===== config.mk =====
export PLATFORM = sky130hd
export DESIGN_NAME = cordic_vectoring_engine
export DESIGN_NICKNAME = d
export VERILOG_FILES = /design/src/rtl/cordic_pkg.sv /design/src/rtl/cordic_vec_stage.sv /design/src/rtl/cordic_vectoring_engine.sv
export SDC_FILE = /design/constraint.sdc
export NUM_CORES = 1
export LEC_CHECK = 0
export BUFFER_PORTS_ARGS = -buffer_cell sky130_fd_sc_hd__buf_2
export CAP_MARGIN = 20
export CORE_AREA = 2 2 194 273
export CTS_CLUSTER_SIZE = 16
export DETAILED_ROUTE_END_ITERATION = 7
export DIE_AREA = 0 0 196 275
export HOLD_SLACK_MARGIN = 0.02
export PLACE_DENSITY_LB_ADDON = 0.2
export SLEW_MARGIN = 20
export SYNTH_ARGS = -nofsm -noshare
export SYNTH_HDL_FRONTEND = slang
export SYNTH_SLANG_ARGS = --single-unit

===== constraint.sdc =====
create_clock -name i_clk -period 7.7 [get_ports i_clk]
set_clock_uncertainty 0.05 [all_clocks]
set_input_delay 0 -clock i_clk [delete_from_list [all_inputs] [get_ports i_clk]]
set_output_delay 0 -clock i_clk [all_outputs]
set_load 0.02 [all_outputs]

===== src/rtl/cordic_pkg.sv =====
// Shared constants, ATAN table and FSM state type for the CORDIC vectoring engine.
// All angles and gains are Q3.14 / Q0.14 fixed point.
package cordic_pkg;

  localparam int HALF_PI   = 25736;
  localparam int PI        = 51472;
  localparam int INV_GAIN  = 9949;
  localparam int GAIN_FRAC = 14;

  typedef enum logic [1:0] {StIdle, StIter, StScale, StDone} state_e;

  // atan(2^-i) in Q3.14
  function automatic logic [15:0] atan_lut(input logic [3:0] idx);
    logic [15:0] val;
    case (idx)
      4'd0:    val = 16'd12868;
      4'd1:    val = 16'd7596;
      4'd2:    val = 16'd4014;
      4'd3:    val = 16'd2037;
      4'd4:    val = 16'd1023;
      4'd5:    val = 16'd512;
      4'd6:    val = 16'd256;
      4'd7:    val = 16'd128;
      4'd8:    val = 16'd64;
      4'd9:    val = 16'd32;
      4'd10:   val = 16'd16;
      4'd11:   val = 16'd8;
      4'd12:   val = 16'd4;
      4'd13:   val = 16'd2;
      4'd14:   val = 16'd1;
      default: val = 16'd0;
    endcase
    return val;
  endfunction

endpackage


===== src/rtl/cordic_vec_stage.sv =====
// One vectoring-mode CORDIC micro-rotation; drives y toward zero.
// Purely combinational; both updates use the incoming x and y.
module cordic_vec_stage #(
  parameter int WIDTH = 20
) (
  input  logic signed [WIDTH-1:0] x_i,
  input  logic signed [WIDTH-1:0] y_i,
  input  logic signed [WIDTH-1:0] z_i,
  input  logic        [3:0]       shift_i,
  input  logic signed [WIDTH-1:0] atan_i,
  output logic signed [WIDTH-1:0] x_o,
  output logic signed [WIDTH-1:0] y_o,
  output logic signed [WIDTH-1:0] z_o
);

  logic signed [WIDTH-1:0] x_sh;
  logic signed [WIDTH-1:0] y_sh;

  always_comb begin
    x_sh = x_i >>> shift_i;
    y_sh = y_i >>> shift_i;
    if (!y_i[WIDTH-1]) begin
      x_o = x_i + y_sh;
      y_o = y_i - x_sh;
      z_o = z_i + atan_i;
    end else begin
      x_o = x_i - y_sh;
      y_o = y_i + x_sh;
      z_o = z_i - atan_i;
    end
  end

endmodule


===== src/rtl/cordic_vectoring_engine.sv =====
// Iterative CORDIC vectoring engine: (x, y) -> (magnitude, atan2(y, x)), Q3.14.
// One micro-rotation per cycle through a single shared stage, then a gain-compensation cycle.
module cordic_vectoring_engine
  import cordic_pkg::*;
#(
  parameter int DATA_WIDTH = 18,
  parameter int N_ITER     = 15
) (
  input  logic                         i_clk,
  input  logic                         i_rst,
  input  logic signed [DATA_WIDTH-1:0] in_x,
  input  logic signed [DATA_WIDTH-1:0] in_y,
  input  logic                         i_valid_in,
  output logic                         o_ready_out,
  output logic signed [DATA_WIDTH-1:0] out_magnitude,
  output logic signed [DATA_WIDTH-1:0] out_phase,
  output logic                         o_valid_out,
  input  logic                         i_ready_in
);

  localparam int XW = DATA_WIDTH + 2;
  localparam int PW = XW + 16;
  localparam logic signed [PW-1:0] MagMax   = PW'((1 << (DATA_WIDTH - 1)) - 1);
  localparam logic signed [XW-1:0] PhaseMax = XW'(PI);
  localparam logic signed [XW-1:0] PhaseMin = -XW'(PI);

  state_e state_q, state_d;

  logic signed [XW-1:0]         x_q, y_q, z_q, x_d, y_d, z_d;
  logic signed [XW-1:0]         x_ext, y_ext, x_rot, y_rot, z_rot, atan_val;
  logic        [3:0]            iter_q, iter_d;
  logic signed [DATA_WIDTH-1:0] mag_q, mag_d, phase_q, phase_d;
  logic signed [PW-1:0]         prod, scaled;
  logic                         accept;

  assign x_ext    = XW'(in_x);
  assign y_ext    = XW'(in_y);
  assign atan_val = XW'(atan_lut(iter_q));
  assign accept   = i_valid_in && o_ready_out;

  cordic_vec_stage #(
    .WIDTH (XW)
  ) u_stage (
    .x_i     (x_q),
    .y_i     (y_q),
    .z_i     (z_q),
    .shift_i (iter_q),
    .atan_i  (atan_val),
    .x_o     (x_rot),
    .y_o     (y_rot),
    .z_o     (z_rot)
  );

  always_ff @(posedge i_clk or posedge i_rst) begin
    if (i_rst) begin
      state_q <= StIdle;
    end else begin
      state_q <= state_d;
    end
  end

  always_comb begin
    state_d = state_q;
    case (state_q)
      StIdle:  if (accept) state_d = StIter;
      StIter:  if (iter_q == 4'(N_ITER - 1)) state_d = StScale;
      StScale: state_d = StDone;
      StDone:  if (i_ready_in) state_d = StIdle;
      default: state_d = StIdle;
    endcase
  end

  always_comb begin
    o_ready_out   = (state_q == StIdle) && !i_rst;
    o_valid_out   = (state_q == StDone);
    out_magnitude = mag_q;
    out_phase     = phase_q;
  end

  always_comb begin
    x_d     = x_q;
    y_d     = y_q;
    z_d     = z_q;
    iter_d  = iter_q;
    mag_d   = mag_q;
    phase_d = phase_q;
    prod    = $signed({{(PW - XW){x_q[XW-1]}}, x_q}) * $signed(PW'(INV_GAIN));
    scaled  = prod >>> GAIN_FRAC;
    case (state_q)
      StIdle: begin
        if (accept) begin
          iter_d = '0;
          // Fold the left half-plane into x >= 0 so the rotations converge.
          if (!in_x[DATA_WIDTH-1]) begin
            x_d = x_ext;
            y_d = y_ext;
            z_d = '0;
          end else if (!in_y[DATA_WIDTH-1]) begin
            x_d = y_ext;
            y_d = -x_ext;
            z_d = XW'(HALF_PI);
          end else begin
            x_d = -y_ext;
            y_d = x_ext;
            z_d = -XW'(HALF_PI);
          end
        end
      end
      StIter: begin
        x_d    = x_rot;
        y_d    = y_rot;
        z_d    = z_rot;
        iter_d = iter_q + 4'd1;
      end
      StScale: begin
        if (scaled[PW-1]) begin
          mag_d = '0;
        end else if (scaled > MagMax) begin
          mag_d = MagMax[DATA_WIDTH-1:0];
        end else begin
          mag_d = scaled[DATA_WIDTH-1:0];
        end
        // x stays zero only for a zero vector, where z holds the full ATAN sum.
        if (x_q == '0) begin
          phase_d = '0;
        end else if (z_q > PhaseMax) begin
          phase_d = PhaseMax[DATA_WIDTH-1:0];
        end else if (z_q < PhaseMin) begin
          phase_d = PhaseMin[DATA_WIDTH-1:0];
        end else begin
          phase_d = z_q[DATA_WIDTH-1:0];
        end
      end
      default: ;
    endcase
  end

  always_ff @(posedge i_clk or posedge i_rst) begin
    if (i_rst) begin
      x_q     <= '0;
      y_q     <= '0;
      z_q     <= '0;
      iter_q  <= '0;
      mag_q   <= '0;
      phase_q <= '0;
    end else begin
      x_q     <= x_d;
      y_q     <= y_d;
      z_q     <= z_d;
      iter_q  <= iter_d;
      mag_q   <= mag_d;
      phase_q <= phase_d;
    end
  end

endmodule


==> results of run 1 <==
==> area by class of cell <==
class                           instances  area (um2)
Fill cell                            5302       32300
Clock buffer                            9         225
Multi-Input combinational cell       1586       13900
Antenna cell                            1        2.50
Inverter                              282        1060
Tap cell                              656         821
Sequential cell                       102        2560
Clock inverter                          7        97.6
Timing Repair Buffer                  105         598
==> metal layers <==
layer  GRT usage, %  routed length (um)  up-vias
li1               -                   -     7315
met1           26.2               24100     7573
met2           38.2               28800      354
met3           1.63                1720       77
met4           6.88                1630        2
met5              0                  11        -
==> worst max path at each step <==
stage / start / cells past startpoint / endpoint
2_1_floorplan: x_q[19] / 23 / out_magnitude[10]
3_3_place_gp: x_q[11] / 21 / out_magnitude[15]
3_5_place_dp: x_q[11] / 21 / out_magnitude[15]
4_1_cts: x_q[11] / 21 / out_magnitude[15]
5_1_grt: x_q[11] / 21 / out_magnitude[15]
6_report: x_q[11] / 21 / out_magnitude[15]
==> synthesized netlist by cell type, drive strengths merged, types with 9 or more instances <==
cell       n  share of area [%]
inv      281                5.9
ha       213                 15
nor2     165                3.5
a21oi    137                3.8
fa       126                 14
nand2    111                2.3
o21ai    106                3.0
dfrtp    102                 14
xnor2     70                3.4
xor2      63                3.1
a211oi    47                2.0
clkbuf    46               0.97
mux4      46                6.0
nor3      44                1.2
mux2i     42                2.4
buf       36                1.5
a31oi     34                1.2
nand3     34               0.98
a21o      26                1.1
nand2b    23               0.81
nor2b     22               0.77
or3       18               0.63
o211ai    15               0.63
o21a      15               0.63
o31ai     14               0.59
and2      13               0.46
nand4     13               0.49
and3      12               0.42
o22ai     11               0.39
mux2      10               0.65
nor3b     10               0.54
o2bb2ai    9               0.44
==> sequential cells by signal, indices dropped and copies added (netlist names) <==
register and cells:
iter_q 4, out_phase 18, z_q 20, state_q 2, x_q 20, y_q 20, out_magnitude 18
==> cells by family (layout without fill, tap and decap cells) <==
group	count (synthesis)	count (layout)	share of synthesized area, %
buffers and inverters	364	403	8.40
other	0	1	0
XOR/XNOR	133	133	6.52
AO/OA/AOI/OAI	517	517	19.1
multiplexers	98	98	9.01
flip-flops	102	102	14.3
adder cells (fa/ha/maj)	339	339	29.0
AND/OR/NAND/NOR	499	499	13.6
==> through the flow <==
| stage | instances | hold slack [ns] | cell area (um2) | utilization [%] | worst slack (ns) |
|---|---|---|---|---|---|
| CTS | 2747 | 0.0265 | 19200 | 37.3 | 0.711 |
| detailed placement | 2730 | 0.0424 | 18900 | 36.6 | 0.739 |
| global route | 2747 | 0.101 | 19200 | 37.3 | 0.326 |
| finish | 2748 | 0.0437 | 19200 | 37.3 | 0.681 |
| global placement | 2730 | 0.0376 | 18900 | 36.6 | 0.942 |
| floorplan | 2052 | 0.0281 | 17900 | - | 0.738 |
==> what timing repair did <==
item,in CTS,in global routing
gates resized for setup,0,0
hold buffers,1,0
hold endpoints to repair,39,0
==> critical path: stages (launching register included) <==
cell	delay, ns
dfrtp_1	0.68
inv_1	0.14
ha_1	0.40
inv_1	0.09
fa_1	0.53
inv_1	0.05
fa_1	0.52
fa_1	0.44
fa_1	0.54
inv_1	0.05
fa_1	0.52
inv_1	0.04
ha_1	0.32
nand2_1	0.08
a211o_1	0.27
a31oi_1	0.32
o21ai_0	0.24
a41o_1	0.32
or3_1	0.33
a31o_2	0.33
nand3b_1	0.41
o2111ai_1	0.23
==> flow_metrics.tcl, run 1 <==
set metrics [dict create \
    syn_avg_cell_area_um2 8.71 \
    start_util_pct 34.7 \
    num_rows 99 \
    path_max_fanout 15 \
    grt_max_degree 69 \
    track_usage_pct 21.0 \
    clkSinkCount 102 \
    synth_ff_type "dfrtp_1" \
    drt-pass1-iter-count 6 \
    finish.net_count 2465 \
    drc_errors 0 \
    die_w_um 196 \
    synth-async-reset-ratio_pct 100 \
    synth_nets 2431 \
    r2r-end "out_magnitude[15]" \
    path_clk_slew_ns 0.09 \
    cp.arrival_ns 7.26 \
    final_cell_mix "278 x inv_1, 212 x ha_1, 163 x nor2_1" \
    num_vias 15321 \
    root_buffer "clkbuf_16" \
    tns_ns 0 \
    status "completed" \
    vias_per_cell 5.58 \
    drv_cap 0 \
    portBuffers 77 \
    synth_edf_count 0 \
    cts_tree "done" \
    clock_path_buffers 2 \
    hold_path_startpoint "in_y[12]" \
    hpwlAfterDp_mm 45.3 \
    fmax_mhz 142 \
    cts_setup_buffers 0 \
    relSlewSlack_pct 32.4 \
    final_common_cell "inv_1" \
    r2r_cells 21 \
    clk_latency_ns 0.40 \
    grt_pass1_wl_mm 88.1 \
    final_antenna_net_count 0 \
    drive_gt1_share_pct 9.90 \
    areaGrowthSynthToFinish_pct 7.53 \
    yosysUniqueCellTypes 93 \
    slew_violations 0 \
    wl_per_cell_um 20.5 \
    r2r_setup_slack_ns 0.68 \
    worst_hold_path.endpoint "y_q[12]" \
    worst_pin_slew_ns 0.988 \
    syn_area_um2 17900 \
    wirelength_mm 56.3 \
    gp_congestion 0.898 \
    period_minus_slack_ns 7.02 \
    synthCells 2052 \
    critPathCaptureType "flop" \
    criticalPathCategory "flop to flop" \
    hold_viol_final 0 \
    ys_seq_area_share_pct 14.3 \
    rsz0062_at_grt "no" \
    yosys_register_bits 102 \
    die_y_um 275 \
    core-area_um2 51500 \
    die-area_um2 53900 \
    crit-reg2reg-launch "x_q[11]" \
    finalCritPeriodShare_pct 91.2 \
    grt_pass1_vias 15283 \
    h-tree-depth 3 \
    drt_iter0_drc 1002 \
    critPathRequiredTime_ns 7.94 \
    cp-start-kind "flop" \
    ios 78 \
    hp-class "input port to flop" \
    grt-ovfl-total 0 \
    antenna_found_initial 1 \
    finalSetupViolations 0 \
    yosys_warnings 0 \
    cts-buffers-inserted 9 \
    hold_depth 5 \
]
Power of run 1 is not shown: default switching activity piles up to over one toggle a cycle in this logic, so the estimate is an artifact.
==> run 2, diff against run 1 <==
--- a/config.mk
+++ b/config.mk
@@ -12,7 +12,7 @@
 export DETAILED_ROUTE_END_ITERATION = 7
 export DIE_AREA = 0 0 196 275
 export HOLD_SLACK_MARGIN = 0.02
-export PLACE_DENSITY_LB_ADDON = 0.2
+export PLACE_DENSITY = 0.56
 export SLEW_MARGIN = 20
 export SYNTH_ARGS = -nofsm -noshare
 export SYNTH_HDL_FRONTEND = slang
==> run 2 against run 1 <==
Count of clock-buffer cells in the layout stayed put. Non-clock buffer count is 3 lower. Global-route usage is 0.62 points lower. Cell count is 0.15% lower. Largest cell class unchanged.
==> flow_metrics.tcl, run 2 (synthesis results as in run 1) <==
set metrics [dict create \
    status "completed" \
    worst_hold_path.endpoint "y_q[3]" \
    hpwlAfterDp_mm 43.6 \
    die_w_um 196 \
    cts-buffers-inserted 9 \
    cts_setup_buffers 0 \
    grt-ovfl-total 0 \
    fill_cells 5265 \
    final_cell_mix "278 x inv_1, 212 x ha_1, 163 x nor2_1" \
    criticalPathCategory "flop to flop" \
    gp_congestion 0.928 \
    finalCritPeriodShare_pct 90.1 \
    cp-start-kind "flop" \
    ios 78 \
    drive_gt1_share_pct 9.77 \
    cts_hold_buf 1 \
    tns_ns 0 \
    grt_pass1_vias 15379 \
    start_util_pct 34.7 \
    die-area_um2 53900 \
    post_cts_resized 0 \
    hold_depth 5 \
    clk_latency_ns 0.41 \
    grt_pass1_wl_mm 86.2 \
    num_rows 99 \
    r2r_setup_slack_ns 0.76 \
    pre_cts_slack_ns 0.762 \
    cp.arrival_ns 7.19 \
    hold_viol_final 0 \
    top_regs "x_q: 20 flops, y_q: 20 flops, z_q: 20 flops" \
    path_max_fanout 15 \
    final_antenna_net_count 0 \
    clkSinkCount 102 \
    crit-reg2reg-launch "x_q[11]" \
    hold_path_startpoint "in_y[3]" \
    fmax_mhz 144 \
    drv_cap 0 \
    period_minus_slack_ns 6.94 \
    final_util_pct 37.2 \
    cts_tree "done" \
    final_common_cell "inv_1" \
    h-tree-depth 3 \
    relSlewSlack_pct 27.2 \
    finish.net_count 2462 \
    core-area_um2 51500 \
    vias_per_cell 5.61 \
    rsz0062_at_grt "no" \
    track_usage_pct 20.4 \
    finalSetupViolations 0 \
    grt_max_degree 69 \
    critPathRequiredTime_ns 7.95 \
    slew_violations 0 \
    drt-pass1-iter-count 5 \
    drc_errors 0 \
    path_clk_slew_ns 0.10 \
    clock_path_buffers 2 \
    r2r_cells 21 \
    worst_pin_slew_ns 1.08 \
    wl_per_cell_um 19.7 \
    hp-class "input port to flop" \
    die_y_um 275 \
    layout_setup_ws_ns 0.759 \
    r2r-end "out_magnitude[11]" \
    wirelength_mm 54.2 \
    portBuffers 77 \
    areaGrowthSynthToFinish_pct 7.33 \
    antenna_found_initial 1 \
    antenna_cells 0 \
    drt_iter0_drc 1122 \
    num_vias 15386 \
    root_buffer "clkbuf_16" \
    critPathCaptureType "flop" \
]
[run 2: cell types whose count changed in the layout (fill, tap and decap cells not counted)]
cell       before  now
clkinv_4        1    2
diode_2         1    0
bufinv_16       1    0
clkinv_8        1    3
buf_4          27   24
inv_8           3    1
[run 2: worst max path at each step]
stage               slack [ns]  startpoint  depth (start not counted)                 to
detailed placement        0.76     x_q[11]                         21  out_magnitude[11]
global placement          0.96     x_q[11]                         21  out_magnitude[15]
finish                    0.76     x_q[11]                         21  out_magnitude[11]
global route              0.37      x_q[7]                         21  out_magnitude[13]
CTS                       0.73     x_q[11]                         21  out_magnitude[11]
floorplan                 0.74     x_q[19]                         23  out_magnitude[10]
[run 2: area by class of cell]
| cell class | instances | area [um2] | share of cell area (%) |
|---|---|---|---|
| multi-input cells | 1586 | 13900 | 72.2 |
| clock buffers | 9 | 225 | 1.17 |
| clock inverters | 7 | 86.3 | 0.450 |
| well taps | 656 | 821 | 4.28 |
| inverters | 282 | 1060 | 5.53 |
| flip-flops and latches | 102 | 2560 | 13.3 |
| repair buffers | 102 | 576 | 3.00 |
[run 2: routing by layer]
layer	global-route usage, %	vias to the layer above	share of wire [%]
met5	0	-	0.024
met4	7.89	2	3.7
met3	2.10	96	4.0
met2	37.6	424	52
met1	24.3	7557	41
li1	-	7307	-
[run 2: per-stage QoR]
step,instances,hold slack (ns),area [um2]
5_1_grt,2744,0.0835,19200
6_report,2744,0.0382,19200
3_3_place_gp,2727,0.183,18900
4_1_cts,2744,0.0300,19200
3_5_place_dp,2727,0.185,18900
2_1_floorplan,2052,0.0281,17900
[run 2: critical path, cell delays in order, from the launching register on]
cell      delay, ns
dfrtp_1        0.69
inv_1          0.13
ha_1           0.39
inv_1          0.08
fa_1           0.54
inv_1          0.07
fa_1           0.53
fa_1           0.45
fa_1           0.54
inv_1          0.05
fa_1           0.53
inv_1          0.04
ha_1           0.33
nand2_1        0.08
a211o_1        0.26
a31oi_1        0.24
o21ai_0        0.20
a41o_1         0.31
or3_1          0.34
a31o_2         0.32
nand3b_1       0.43
o211ai_1       0.25
Power of run 2 is left out for the same reason.
==> run 3, diff against run 2 <==
--- a/config.mk
+++ b/config.mk
@@ -7,13 +7,14 @@
 export LEC_CHECK = 0
 export BUFFER_PORTS_ARGS = -buffer_cell sky130_fd_sc_hd__buf_2
 export CAP_MARGIN = 20
-export CORE_AREA = 2 2 194 273
+export CORE_AREA = 2 2 196 275
 export CTS_CLUSTER_SIZE = 16
 export DETAILED_ROUTE_END_ITERATION = 7
-export DIE_AREA = 0 0 196 275
+export DIE_AREA = 0 0 198 277
 export HOLD_SLACK_MARGIN = 0.02
 export PLACE_DENSITY = 0.56
 export SLEW_MARGIN = 20
 export SYNTH_ARGS = -nofsm -noshare
 export SYNTH_HDL_FRONTEND = slang
+export SYNTH_HIERARCHICAL = 1
 export SYNTH_SLANG_ARGS = --single-unit
==> run 3 against run 2 <==
Utilization barely moved. Critical endpoint is now out_magnitude[15]. Critical path type unchanged. Cell count rose by 4.7%. First-iteration DRC count fell by 41%. Maximum frequency rose by 1.7%. Critical path depth fell by 1.
==> flow_metrics.tcl, run 3 <==
set metrics [dict create \
    status "completed" \
    tns_ns 0 \
    slew_violations 0 \
    areaGrowthSynthToFinish_pct 7.92 \
    hp-class "input port to flop" \
    finalCritPeriodShare_pct 88.6 \
    die_y_um 277 \
    fmax_mhz 147 \
    yosys_warnings 6 \
    synth_edf_count 0 \
    drt-pass1-iter-count 5 \
    cts_setup_buffers 0 \
    die-area_um2 54800 \
    core-area_um2 52700 \
    portBuffers 77 \
    grt-ovfl-total 0 \
    finalSetupViolations 0 \
    synth_ff_type "dfrtp_1" \
    cp.arrival_ns 7.02 \
    synth_top_area_cell "ha_1" \
    final_cell_mix "274 x inv_1, 211 x ha_1, 161 x a21oi_1" \
    clock_path_buffers 2 \
    period_minus_slack_ns 6.82 \
    die_w_um 198 \
    syn_area_um2 18200 \
    vias_per_cell 5.40 \
    grt_pass1_vias 15695 \
    cts-buffers-inserted 9 \
    criticalPathCategory "flop to flop" \
    wl_per_cell_um 17.9 \
    path_clk_slew_ns 0.09 \
    gp_congestion 0.894 \
    slowest_stage "mux2i_2" \
    fill_cells 5416 \
    antenna_cells 0 \
    synth-async-reset-ratio_pct 100 \
    relSlewSlack_pct 28.0 \
    critPathRequiredTime_ns 7.90 \
    seq_area_um2 2560 \
    root_buffer "clkbuf_16" \
    finish.net_count 2533 \
    yosysUniqueCellTypes 103 \
    drc_errors 0 \
    final_common_cell "inv_1" \
    cp-start-kind "flop" \
    num_vias 15509 \
    syn_avg_cell_area_um2 8.53 \
    final_antenna_net_count 0 \
    critPathCaptureType "flop" \
    clkSinkCount 102 \
    worst_pin_slew_ns 1.07 \
    grt_pass1_wl_mm 83.0 \
    yosys_register_bits 102 \
    drv_cap 0 \
    crit_chain "inv_1 -> ha_1 -> inv_1 -> fa_1 -> inv_1 -> fa_1 -> fa_1 -> fa_1 -> inv_1 -> fa_1 -> inv_1 -> ha_1 -> nand4_2 -> nor2_4 -> nand2_1 -> o31a_4 -> a31o_4 -> a21oi_4 -> mux2i_2 -> o22ai_1" \
    drive_gt1_share_pct 9.17 \
    multi_input_comb_area_um2 14200 \
    ios 78 \
    max_stage_delay_ns 0.77 \
    hpwlAfterDp_mm 41.3 \
    antenna_found_initial 0 \
    num_rows 100 \
    synthCells 2127 \
    rsz0062_at_grt "no" \
    synth_top_area_share_pct 14.6 \
    path_max_fanout 17 \
    yosysMostFrequentCell "inv_1" \
    yosys-top-cells-area "ha_1 15%, dfrtp_1 14%, fa_1 14%, inv_1 5.7%, a21oi_1 4.4%" \
    cts_tree "done" \
    synth_common_cells "276 x inv_1, 212 x ha_1, 161 x a21oi_1, 156 x nand2_1, 127 x nor2_1" \
    start_util_pct 34.5 \
    grt_max_degree 120 \
    top_regs "x_q: 20 flops, y_q: 20 flops, z_q: 20 flops" \
    h-tree-depth 3 \
    drt_iter0_drc 660 \
    track_usage_pct 19.0 \
    wirelength_mm 51.6 \
    clk_latency_ns 0.40 \
    ys_seq_area_share_pct 14.1 \
    hold_viol_final 0 \
]
run 3: cell families after synthesis:
family                     synth area share [%]
other                                    0.0207
AOI/OAI and AO/OA                          22.2
DFF                                        14.1
adders and majority gates                  28.5
xor gates and xnor gates                   6.93
buffers and inverters                      8.07
muxes                                      7.49
and+or+nand+nor                            12.7
run 3: area by class of cell:
cell class                 count  area share [%]
tap                          714            4.56
clock inverter                 7           0.447
multi-input combinational   1667            72.5
timing repair buffer          98            2.96
inverter                     277            5.32
clock buffer                   9            1.15
sequential                   102            13.1
run 3: worst max-delay path: cells and delay by family, from the launching register on:
| kind | cells | cell delay (ns) |
|---|---|---|
| AOI/OAI and AO/OA | 4 | 1.01 |
| DFF | 1 | 0.76 |
| and+or+nand+nor | 3 | 0.40 |
| muxes | 1 | 0.77 |
| buffers and inverters | 5 | 0.38 |
| adders and majority gates | 7 | 3.31 |
run 3: timing repair:
item / 4_1_cts / 5_1_grt
endpoints found under the hold margin: 44 / 0
gates resized for setup: 0 / 0
hold buffers: 7 / 0
run 3: final timing paths:
kind	from	end	cells after the start	slack [ns]
min reg2reg	out_phase[6]	out_phase[6]	1	0.43
max in group asynchronous	i_rst	y_q[19]	4	6.07
max	x_q[15]	out_magnitude[15]	20	0.88
max reg2reg	x_q[15]	out_magnitude[15]	20	0.88
min in group asynchronous	i_rst	z_q[1]	3	0.16
min	in_y[14]	y_q[14]	5	0.03
run 3: metal layers:
metal	global-route usage, %	routed length, um	vias to the layer above
met5	0	0	-
met4	8.79	2120	0
met3	1.40	1410	105
met2	33.6	25900	325
met1	23.5	22100	7531
li1	-	-	7548
run 3: per-stage QoR:
stage / utilization, % / hold slack, ns / instance area (um2) / cells / setup WS, ns
global route: 37.2 / 0.0940 / 19600 / 2874 / 0.470
floorplan: - / 0.0281 / 18200 / 2138 / 1.17
global placement: 36.5 / 0.0223 / 19200 / 2851 / 1.09
detailed placement: 36.5 / 0.0348 / 19200 / 2851 / 0.953
CTS: 37.2 / 0.0213 / 19600 / 2874 / 0.917
finish: 37.2 / 0.0338 / 19600 / 2874 / 0.878
Power of run 3 is left out for the same reason.
